==> src/rtl/frame_scheduler_pkg.sv <==
// Shared types for the per-frame step/draw scheduler:
// FSM state encoding and field memory owner codes.
package frame_scheduler_pkg;

  typedef enum logic [2:0] {
    ST_IDLE      = 3'd0,
    ST_SIM_GO    = 3'd1,
    ST_SIM_WAIT  = 3'd2,
    ST_DRAW_GO   = 3'd3,
    ST_DRAW_WAIT = 3'd4,
    ST_SWAP      = 3'd5
  } state_t;

  localparam logic OWNER_SIM  = 1'b0;
  localparam logic OWNER_DRAW = 1'b1;

endpackage

==> src/rtl/frame_scheduler.sv <==
// Per-frame sequencer: fluid step, then draw, then buffer swap,
// with dropped-tick accounting and a wait-state watchdog.
module frame_scheduler
  import frame_scheduler_pkg::*;
#(
  parameter int TIMEOUT_CYCLES = 1000000,
  parameter int FRAME_CNTW     = 16,
  parameter int OVR_CNTW       = 8
) (
  input  logic                  clk,
  input  logic                  rst,
  input  logic                  enable,
  input  logic                  frame_tick,
  output logic                  sim_start,
  input  logic                  sim_done,
  output logic                  draw_start,
  input  logic                  draw_done,
  output logic                  field_owner,
  output logic                  buf_sel,
  output logic                  busy,
  output logic [FRAME_CNTW-1:0] frame_count,
  output logic [OVR_CNTW-1:0]   overrun_count,
  output logic                  timeout_err
);

  localparam int TW =
    (TIMEOUT_CYCLES > 1) ? $clog2(TIMEOUT_CYCLES) : 1;
  localparam logic [TW-1:0] WAIT_LAST = TW'(TIMEOUT_CYCLES - 1);

  state_t        state;
  logic [TW-1:0] wait_cnt;
  logic          wait_expired;

  assign wait_expired = (wait_cnt == WAIT_LAST);

  // Strobes and grants decode straight from the state register.
  assign sim_start   = (state == ST_SIM_GO);
  assign draw_start  = (state == ST_DRAW_GO);
  assign busy        = (state != ST_IDLE);
  assign field_owner = (state == ST_DRAW_GO ||
                        state == ST_DRAW_WAIT) ?
                       OWNER_DRAW : OWNER_SIM;

  // Frame sequencing, watchdog, swap and dropped-tick counting.
  always_ff @(posedge clk) begin
    if (rst) begin
      state         <= ST_IDLE;
      wait_cnt      <= '0;
      buf_sel       <= 1'b0;
      frame_count   <= '0;
      overrun_count <= '0;
      timeout_err   <= 1'b0;
    end else begin
      if (frame_tick && state != ST_IDLE &&
          overrun_count != '1)
        overrun_count <= overrun_count + 1'b1;

      unique case (state)
        ST_IDLE: begin
          if (enable && frame_tick)
            state <= ST_SIM_GO;
        end
        ST_SIM_GO: begin
          wait_cnt <= '0;
          state    <= ST_SIM_WAIT;
        end
        ST_SIM_WAIT: begin
          if (sim_done) begin
            state <= ST_DRAW_GO;
          end else if (wait_expired) begin
            timeout_err <= 1'b1;
            state       <= ST_IDLE;
          end else begin
            wait_cnt <= wait_cnt + 1'b1;
          end
        end
        ST_DRAW_GO: begin
          wait_cnt <= '0;
          state    <= ST_DRAW_WAIT;
        end
        ST_DRAW_WAIT: begin
          if (draw_done) begin
            state <= ST_SWAP;
          end else if (wait_expired) begin
            timeout_err <= 1'b1;
            state       <= ST_IDLE;
          end else begin
            wait_cnt <= wait_cnt + 1'b1;
          end
        end
        ST_SWAP: begin
          buf_sel     <= ~buf_sel;
          frame_count <= frame_count + 1'b1;
          state       <= ST_IDLE;
        end
        default: state <= ST_IDLE;
      endcase
    end
  end

endmodule

==> config.mk <==
export PLATFORM = sky130hd
export DESIGN_NAME = frame_scheduler
export DESIGN_NICKNAME = d
export VERILOG_FILES = /design/src/rtl/frame_scheduler_pkg.sv /design/src/rtl/frame_scheduler.sv
export SDC_FILE = /design/constraint.sdc
export NUM_CORES = 1
export LEC_CHECK = 0
export ABC_AREA = 1
export ABC_CLOCK_PERIOD_IN_PS = 1400
export CORE_MARGIN = 1.5
export CORE_UTILIZATION = 40
export DETAILED_ROUTE_END_ITERATION = 10
export REMOVE_ABC_BUFFERS = 1
export SLEW_MARGIN = 20
export SYNTH_ARGS = -nofsm -noshare
export SYNTH_HDL_FRONTEND = slang
export SYNTH_SLANG_ARGS = --single-unit
==> constraint.sdc <==
create_clock -name clk -period 1.4 [get_ports clk]
set_input_delay 0.42 -clock clk [delete_from_list [all_inputs] [get_ports clk]]
set_output_delay 0.42 -clock clk [all_outputs]
set_load 0.02 [all_outputs]
Yosys cells after proc, flatten, opt, wreduce, memory -nomap -nowiden --
Cells that the tools add are included.
Word-level totals: bits in writable memories 0, word-level logic and storage cells 45, input bits 6, memories 0, latch bits 0, memory bits (read-only) 0, flip-flop bits (word level) 49
Cells by class: divide/modulo/power cells 0, equal/unequal tests 10, bitwise logic cells 1, reductions and logical operators 11, shift operators 0, add/sub/neg operators 3, multiplexer cells 14, order comparisons 0, multiply operators 0
Operators by type and width (count):
- $mux 20 | 3
- $pmux 20 s3 | 1
- $add 20x1->20 const B | 1
- $eq 20x20->1 const B | 1
- $add 16x1->16 const B | 1
- $pmux 3 s5 | 1
- $mux 3 | 4
- $add 8x1->8 const B | 1
- $ne 8x8->1 const B | 1
- $eq 3x2->1 const B | 2
- $eq 3x3->1 const B | 2
- $ne 2x2->1 const B | 3
- $reduce_and 3->1 | 2
- $reduce_bool 3->1 | 2
- $mux 1 | 4
- $eq 3x1->1 const B | 1
- $logic_and 1x1->1 | 3
- $logic_not 3->1 | 1
- $pmux 1 s2 | 1
- $reduce_bool 2->1 | 1
- $reduce_or 2->1 | 1
- $logic_or 1x1->1 | 1
- $not 1->1 | 1

Longest topological paths before layout --
Gate-level depths: netlist (run 1).
depth after elaboration 4, depth in mapped cells 12, gate-level depth less buffers 12

Least setup slack after synthesis (run 1) --
Ideal clock, no wire load.
path type register -> output, start register state[2], end output field_owner, data arrival time 1.291 ns, stages on the path, launching flop included 5, slack -0.311 ns, data required time 0.980 ns, path buffers 1, cells stage by stage dfxtp_1 -> buf_4 -> nor3_1 -> inv_1 -> nand2_1
On the way: word-level cells in the longest chain between the ends 3, elaborated cells on any way between the ends 4, classes of those cells eq/ne: 2; mux: 1; reduce/logical: 1
RTL lines:
- start, declared | RTL line frame_scheduler.sv:30 | state_t state;
- start signal, assigned | RTL line frame_scheduler.sv:47 | state <= ST_IDLE;
- start signal, assigned | RTL line frame_scheduler.sv:61 | state <= ST_SIM_GO;
- start signal, assigned | RTL line frame_scheduler.sv:65 | state <= ST_SIM_WAIT;
- $eq 3x2->1
- net draw_start | RTL line frame_scheduler.sv:16 | output logic draw_start,
- $logic_or 1x1->1 | RTL line frame_scheduler.sv:40 | assign field_owner = (state == ST_DRAW_GO ||
- $mux 1 | RTL line frame_scheduler.sv:41 | state == ST_DRAW_WAIT) ?
- end, declared | RTL line frame_scheduler.sv:18 | output logic field_owner,
The timed path passes the listed nets, and every way through them passes these cells.

Worst setup path in the final report (run 1) --
start register state[1], end output field_owner
On the way: word-level cells in the longest chain between the ends 3, elaborated cells on any way between the ends 4, classes of those cells eq/ne: 2; mux: 1; reduce/logical: 1
RTL lines (RTL line):
- $eq 3x2->1 or $eq 3x3->1 (tied branches) | frame_scheduler.sv:40, frame_scheduler.sv:41
- $logic_or 1x1->1 * | frame_scheduler.sv:40
- $mux 1 * | frame_scheduler.sv:41
Every way passes the cells marked *; elsewhere a longest branch is shown, timed or not.

==> metrics.md, run 1 <==
| Metric | Value |
|---|---|
| Horizontal extent of the die | 86.3 um |
| Core Region | 6760 um2 |
| WS Path Type | reg -> out |
| Iter 0 DRT Violations | 124 |
| Final hold vios | 0 |
| Aggregate routed wire length | 8710 um |
| Total half-perimeter wirelength after legalization and detailed placement | 5810 um |
| Critical R2R Launch | state[1] |
| Transition time of the tightest slew-check pin | 0.344 ns |
| Library cells used by synthesis | 31 |
| Antenna Violating Nets Remaining | 0 |
| Min-delay src | timeout_err |
| DR vias/cell | 4.98 |
| Die Area | 7440 um2 |
| Max Clock Skew | 0.0115 ns |
| Insertion delay of the later-clocked pin in the worst-skew pair | 0.32 ns |
| Mean Syn Cell Area | 6.46 um2 |
| # rows | 30 |
| Count of endpoints failing setup in the final report | 37 |
| Most common library cell in the layout ignoring fill and taps | sky130_fd_sc_hd__buf_4 |
| Num CTS Buffers | 5 |
| P&R area growth vs syn | 65.3% |
| Number of hold buffers added after cts | 0 |
| Buffers from clock root to sink, at most | 2 |
| Data required time at the worst endpoint | 0.98 ns |
| Max Clock Freq | 603 MHz |
| Share of synthesized area occupied by flip-flops and latches | 0.354 |
| CTS tree | built |
| Endpoint of the worst hold-timing path | timeout_err |
| Starting utilization of the core area | 0.410 |
| Cell Area, Synth | 2770 um2 |
| Synthesis-stage register bit count | 49 |
| Worst r2r dst | wait_cnt[2] |
| Wirelength per Cell | 13.1 um |
| Outcome | complete, but fails checks |
| Setup crit start kind | flip-flop |
| Total negative slack | -5.85 ns |
| Filler cell count in the final layout | 566 |
| I/O pin total | 36 |
| Hold WC Path Type | reg -> reg |
| Remaining design rule violation count | 0 |
| Instance count along the most critical hold path | 2 |
| Commonest cells after routing, fill and taps aside | sky130_fd_sc_hd__buf_4 (108), sky130_fd_sc_hd__nand2_1 (81), sky130_fd_sc_hd__nor2_1 (59) |
| Fin. max-slew vios | 0 |
| First-pass GRT wire length | 13,000 um |
| ANT cells | 0 |
| Setup slack after layout | -0.257 ns |
| Failing checks | setup timing |
| Areal power density over the cells | 1220 nW/um2 |
| Vias after detailed routing | 3,305 |
| Combined global-route utilization of all metal layers | 0.219 |
| Kind of capture point of the worst setup path | output pin |
| Peak supply drop | 700 uV |
| Count of cells along the worst register-to-register path | 12 |
| Pin count of the biggest net entering global routing | 18 |
| Static Leak | 1.89 nW |
| Fraction of layout instances using a drive strength above 1 | 0.459 |
| Final estimated routing congestion in global placement | 0.892 |
| Arrival time at the worst endpoint | 1.24 ns |
| Gate Count Post-Synth | 429 |
| R2r setup slk | -0.23 ns |
| Die Height | 86.3 um |
| GRT overflow | 0 |
| Clock root buffer master | sky130_fd_sc_hd__clkbuf_8 |
| Critical path peak fanout | 4 |
| Shortest clock period the worst path allows after layout | 1.66 ns |
| Port Buffer Count | 35 |
| Vias in the first global route | 2,916 |
| Post-layout nets | 592 |
| Antenna violations before repair | 0 |
| Setup repair after global routing missed its margin | yes |
| # clock sinks | 49 |
| Yosys warning total | 0 |
| Post-layout util | 0.678 |
| Clock-pin transition on the worst setup and hold timing paths | 0.11 ns |
| First-pass DRT Iterations | 5 |
| Number of H-tree branching levels | 2 |
| Worst slew margin | 0.769 |
| Max-cap violations | 0 |
| Part of the cycle the worst path needs | 1.18 |
## cells in the mapped netlist (all sizes together)
cell / instances / area [um2]
nand4: 13 / 81.3
inv: 55 / 209
and2: 1 / 6.26
nor2: 78 / 320
buf: 6 / 51.3
nor3: 21 / 121
o21bai: 2 / 15.0
and3: 1 / 6.26
o21ai: 19 / 95.1
clkbuf: 4 / 15.0
xor2: 4 / 35.0
dfxtp: 49 / 981
nor3b: 1 / 7.51
nand2: 97 / 379
ha: 3 / 37.5
xnor2: 3 / 26.3
a21oi: 34 / 170
o21a: 2 / 15.0
nand3: 36 / 200
## state kept, by name, summed over array words and instances, names as in the netlist
| signal | flops |
|---|---|
| frame_count | 16 |
| timeout_err | 1 |
| buf_sel | 1 |
| overrun_count | 8 |
| state | 3 |
| wait_cnt | 20 |
## worst max-delay path by stage
stage	slack (ns)	end	depth (start not counted)	startpoint
floorplan	-0.30	field_owner	4	state[1]
global placement	-0.47	field_owner	5	state[1]
detailed placement	-0.46	wait_cnt[9]	10	sim_done
CTS	-0.21	field_owner	5	state[0]
global route	-0.35	field_owner	6	state[1]
finish	-0.26	field_owner	6	state[1]
## power breakdown
| part | switching, mW | leakage (nW) | total, mW | internal [mW] |
|---|---|---|---|---|
| logic | 1.62 | 1.44 | 3.09 | 1.47 |
| clock network | 0.549 | 0.0447 | 0.912 | 0.362 |
| registers | 0.101 | 0.407 | 1.60 | 1.50 |
## final cells by class
type,instances,area (um2),share of cell area
inverters,55,235,0.0513
clock buffers,5,68.8,0.0150
multi-input cells,315,1860,0.405
flip-flops and latches,49,1020,0.223
clock inverters,3,25.0,0.00546
repair buffers,157,1270,0.278
well taps,80,100,0.0218
## kinds of logic (layout without fill, tap and decap cells)
logic type	Yosys count	in the layout	share of synthesized area
AND/OR/NAND/NOR	248	248	0.405
buffers and inverters	65	220	0.0993
AO/OA/AOI/OAI	57	57	0.106
flip-flops	49	49	0.354
XOR/XNOR	7	7	0.0221
adder cells (fa/ha/maj)	3	3	0.0135
## through the flow
stage	instances	instance area, um2	total power [mW]	setup WS, ns	hold WS (ns)
after floorplan	419	2710	2.49	-0.296	0.466
after global routing	664	4580	5.93	-0.352	0.521
after global placement	637	3940	3.56	-0.473	0.458
final	664	4580	5.61	-0.257	0.484
after detailed placement	637	3940	3.57	-0.459	0.467
after CTS	653	4320	5.16	-0.207	0.492
## worst max-delay path, stage by stage (launching register included)
cell and delay (ns):
sky130_fd_sc_hd__dfxtp_4 0.37, sky130_fd_sc_hd__buf_4 0.12, sky130_fd_sc_hd__inv_4 0.04, sky130_fd_sc_hd__nor3_4 0.13
sky130_fd_sc_hd__inv_1 0.08, sky130_fd_sc_hd__nand2_1 0.07, sky130_fd_sc_hd__buf_6 0.11
## layer usage
layer	routed length, um	track usage
met1	4110	0.296
met2	4150	0.366
met5	0	0
met4	89	0.0587
met3	360	0.0352
## timing repair
item / 4_1_cts / 5_1_grt
pin swaps: 15 / 25
buffers inserted: 8 / 11
setup endpoints to repair: 65 / 62
resized for setup: 165 / 98
Power figures use the tool's default switching activity.
==> inputs of run 2 (changes only) <==
--- a/config.mk
+++ b/config.mk
@@ -10,7 +10,6 @@
 export CORE_MARGIN = 1.5
 export CORE_UTILIZATION = 40
 export DETAILED_ROUTE_END_ITERATION = 10
-export REMOVE_ABC_BUFFERS = 1
 export SLEW_MARGIN = 20
 export SYNTH_ARGS = -nofsm -noshare
 export SYNTH_HDL_FRONTEND = slang
==> metrics.md, run 2 (synthesis gave the netlist of run 1 again) <==
| Metric | Value |
|---|---|
| Placement Cell Area | 3860 um2 (was 3940 um2) |
| Areal power density over the cells | 1270 nW/um2 (was 1220 nW/um2) |
| Aggregate routed wire length | 8220 um (was 8710 um) |
| Vias after detailed routing | 3,256 (was 3,305) |
| Horizontal extent of the die | 86.3 um (unchanged) |
| Number of hold buffers added after cts | 0 (unchanged) |
| DR vias/cell | 5.06 (was 4.98) |
| P&R area growth vs syn | 62.1% (was 65.3%) |
| Register with the most flip-flops | wait_cnt (unchanged) |
| Combined global-route utilization of all metal layers | 0.202 (was 0.219) |
| Final hold vios | 0 (unchanged) |
| Worst slew margin | 0.666 (was 0.769) |
| Buffers from clock root to sink, at most | 2 (unchanged) |
| Max-cap violations | 0 (unchanged) |
| Total half-perimeter wirelength after legalization and detailed placement | 5470 um (was 5810 um) |
| Commonest cells after routing, fill and taps aside | sky130_fd_sc_hd__buf_4 (89), sky130_fd_sc_hd__nand2_1 (72), sky130_fd_sc_hd__nor2_1 (53) (was sky130_fd_sc_hd__buf_4 (108), sky130_fd_sc_hd__nand2_1 (81), sky130_fd_sc_hd__nor2_1 (59)) |
| Filler cell count in the final layout | 600 (was 566) |
| Transition time of the tightest slew-check pin | 0.500 ns (was 0.344 ns) |
| Largest registers in the final layout | wait_cnt (20), frame_count (16), overrun_count (8) (unchanged) |
| # clock sinks | 49 (unchanged) |
| Fraction of layout instances using a drive strength above 1 | 0.480 (was 0.459) |
| Setup slack after layout | -0.189 ns (was -0.257 ns) |
| Arrival time at the worst endpoint | 1.17 ns (was 1.24 ns) |
| Setup crit start kind | flip-flop (unchanged) |
| First-pass DRT Iterations | 4 (was 5) |
| GRT overflow | 0 (unchanged) |
| Count of endpoints failing setup in the final report | 36 (was 37) |
| Part of the cycle the worst path needs | 1.13 (was 1.18) |
| Fin. max-slew vios | 0 (unchanged) |
| Port Buffer Count | 35 (unchanged) |
| Vias in the first global route | 2,863 (was 2,916) |
| Insertion delay of the later-clocked pin in the worst-skew pair | 0.31 ns (was 0.32 ns) |
| Maximum cell stage delay along the critical path | 0.41 ns (was 0.37 ns) |
| Peak supply drop | 624 uV (was 700 uV) |
| Most common library cell in the layout ignoring fill and taps | sky130_fd_sc_hd__buf_4 (unchanged) |
| Total nets after synthesis | 438 |
| Final estimated routing congestion in global placement | 0.883 (was 0.892) |
| WS Path Type | reg -> out (unchanged) |
| Setup repair after global routing missed its margin | yes (unchanged) |
| Static Leak | 1.86 nW (was 1.89 nW) |
| Max Clock Freq | 629 MHz (was 603 MHz) |
| Max reg flops | 20 (unchanged) |
| Post-layout nets | 571 (was 592) |
| Outcome | complete, but fails checks (unchanged) |
| Clock-pin transition on the worst setup and hold timing paths | 0.10 ns (was 0.11 ns) |
| Die Height | 86.3 um (unchanged) |
| Remaining design rule violation count | 0 (unchanged) |
| Failing checks | setup timing (unchanged) |
| Num CTS Buffers | 5 (unchanged) |
| Number of H-tree branching levels | 2 (unchanged) |
| Max Clock Skew | 0.0164 ns (was 0.0115 ns) |
| Pin count of the biggest net entering global routing | 17 (was 18) |
| Die Area | 7440 um2 (unchanged) |
| Antenna Violating Nets Remaining | 0 (unchanged) |
| Hold WC Path Type | reg -> reg (unchanged) |
| Starting utilization of the core area | 0.410 (unchanged) |
| Post-layout util | 0.665 (was 0.678) |
| First-pass GRT wire length | 12,300 um (was 13,000 um) |
| ANT cells | 0 (unchanged) |
| Shortest clock period the worst path allows after layout | 1.59 ns (was 1.66 ns) |
| Core Region | 6760 um2 (unchanged) |
| Library cell contributing the largest single delay on the critical path | sky130_fd_sc_hd__dfxtp_4 (unchanged) |
| Clock root buffer master | sky130_fd_sc_hd__clkbuf_8 (unchanged) |
| # rows | 30 (unchanged) |
| Iter 0 DRT Violations | 149 (was 124) |
| Kind of capture point of the worst setup path | output pin (unchanged) |
| CTS tree | built (unchanged) |
| Final instance area | 4490 um2 (was 4580 um2) |
| Wirelength per Cell | 12.8 um (was 13.1 um) |
| Data required time at the worst endpoint | 0.98 ns (about the same) |
| Antenna violations before repair | 0 (unchanged) |
| I/O pin total | 36 (unchanged) |
| Critical path peak fanout | 5 (was 4) |
| Chain of cells forming the critical path | inv_4, nor3_4, inv_2, nand2_2, buf_6 (was buf_4, inv_4, nor3_4, inv_1, nand2_1, buf_6) |
run 2: cell types whose count changed in the layout (fill, tap and decap cells not counted), moves of 4 or more:
cell / change
sky130_fd_sc_hd__a21oi_1: -4
sky130_fd_sc_hd__a21oi_2: +4
sky130_fd_sc_hd__nor2_2: +6
sky130_fd_sc_hd__nand2_1: -9
sky130_fd_sc_hd__dfxtp_1: -4
sky130_fd_sc_hd__inv_2: +5
sky130_fd_sc_hd__nand2_2: +6
sky130_fd_sc_hd__buf_4: -19
sky130_fd_sc_hd__nor2_1: -6
sky130_fd_sc_hd__buf_6: -6
sky130_fd_sc_hd__clkdlybuf4s15_2: -4
sky130_fd_sc_hd__clkbuf_2: +7
run 2: final timing paths:
kind                     from          endpoint  slack [ns]  depth (start not counted)
max                  state[1]       field_owner       -0.19                          5
min          overrun_count[4]  overrun_count[4]        0.47                          2
max reg2reg      wait_cnt[12]      wait_cnt[17]       -0.17                         10
min reg2reg  overrun_count[4]  overrun_count[4]        0.47                          2
run 2: power by group:
group | leakage, nW | internal (mW) | switching [mW] | total (mW)
logic | 1.40 | 1.40 | 1.63 | 3.04
registers | 0.409 | 1.50 | 0.136 | 1.63
clock network | 0.0585 | 0.537 | 0.511 | 1.05
run 2: cell type report:
| cell class | instances | area (um2) | share of cell area |
|---|---|---|---|
| clock buffers | 5 | 68.8 | 0.0153 |
| multi-input cells | 315 | 1930 | 0.430 |
| inverters | 55 | 221 | 0.0493 |
| repair buffers | 135 | 1080 | 0.240 |
| clock inverters | 3 | 43.8 | 0.00974 |
| repair inverters | 1 | 16.3 | 0.00362 |
| well taps | 80 | 100 | 0.0223 |
| flip-flops and latches | 49 | 1030 | 0.230 |
run 2: layer usage:
layer | wire length [um] | up-vias | global-route usage
li1 | - | 1663 | -
met2 | 4090 | 81 | 0.354
met3 | 422 | 12 | 0.0305
met4 | 73 | 0 | 0.0440
met1 | 3630 | 1500 | 0.266
met5 | 0 | - | 0
run 2: critical path, delay by kind of cell (launching register included):
| kind | cells | cell delay (ns) |
|---|---|---|
| buf+inv | 3 | 0.23 |
| flops | 1 | 0.41 |
| simple gates | 2 | 0.23 |
run 2: per-stage QoR:
| stage | TNS [ns] | hold slack (ns) | total power [mW] | setup WS, ns | cells |
|---|---|---|---|---|---|
| 2_1_floorplan | -0.00313 | 0.466 | 2.76 | -0.00313 | 429 |
| 3_3_place_gp | -11.82 | 0.453 | 3.58 | -0.383 | 618 |
| 3_5_place_dp | -12.51 | 0.463 | 3.62 | -0.375 | 618 |
| 4_1_cts | -2.88 | 0.477 | 5.07 | -0.188 | 634 |
| 5_1_grt | -7.41 | 0.495 | 6.00 | -0.262 | 643 |
| 6_report | -4.12 | 0.474 | 5.72 | -0.189 | 643 |
run 2: repair_timing:
| action | 4_1_cts | 5_1_grt |
|---|---|---|
| setup endpoints to repair | 73 | 66 |
| resized for setup | 136 | 120 |
| pin swaps | 14 | 41 |
| setup buffers | 8 | 9 |
| gates cloned | 1 | 1 |
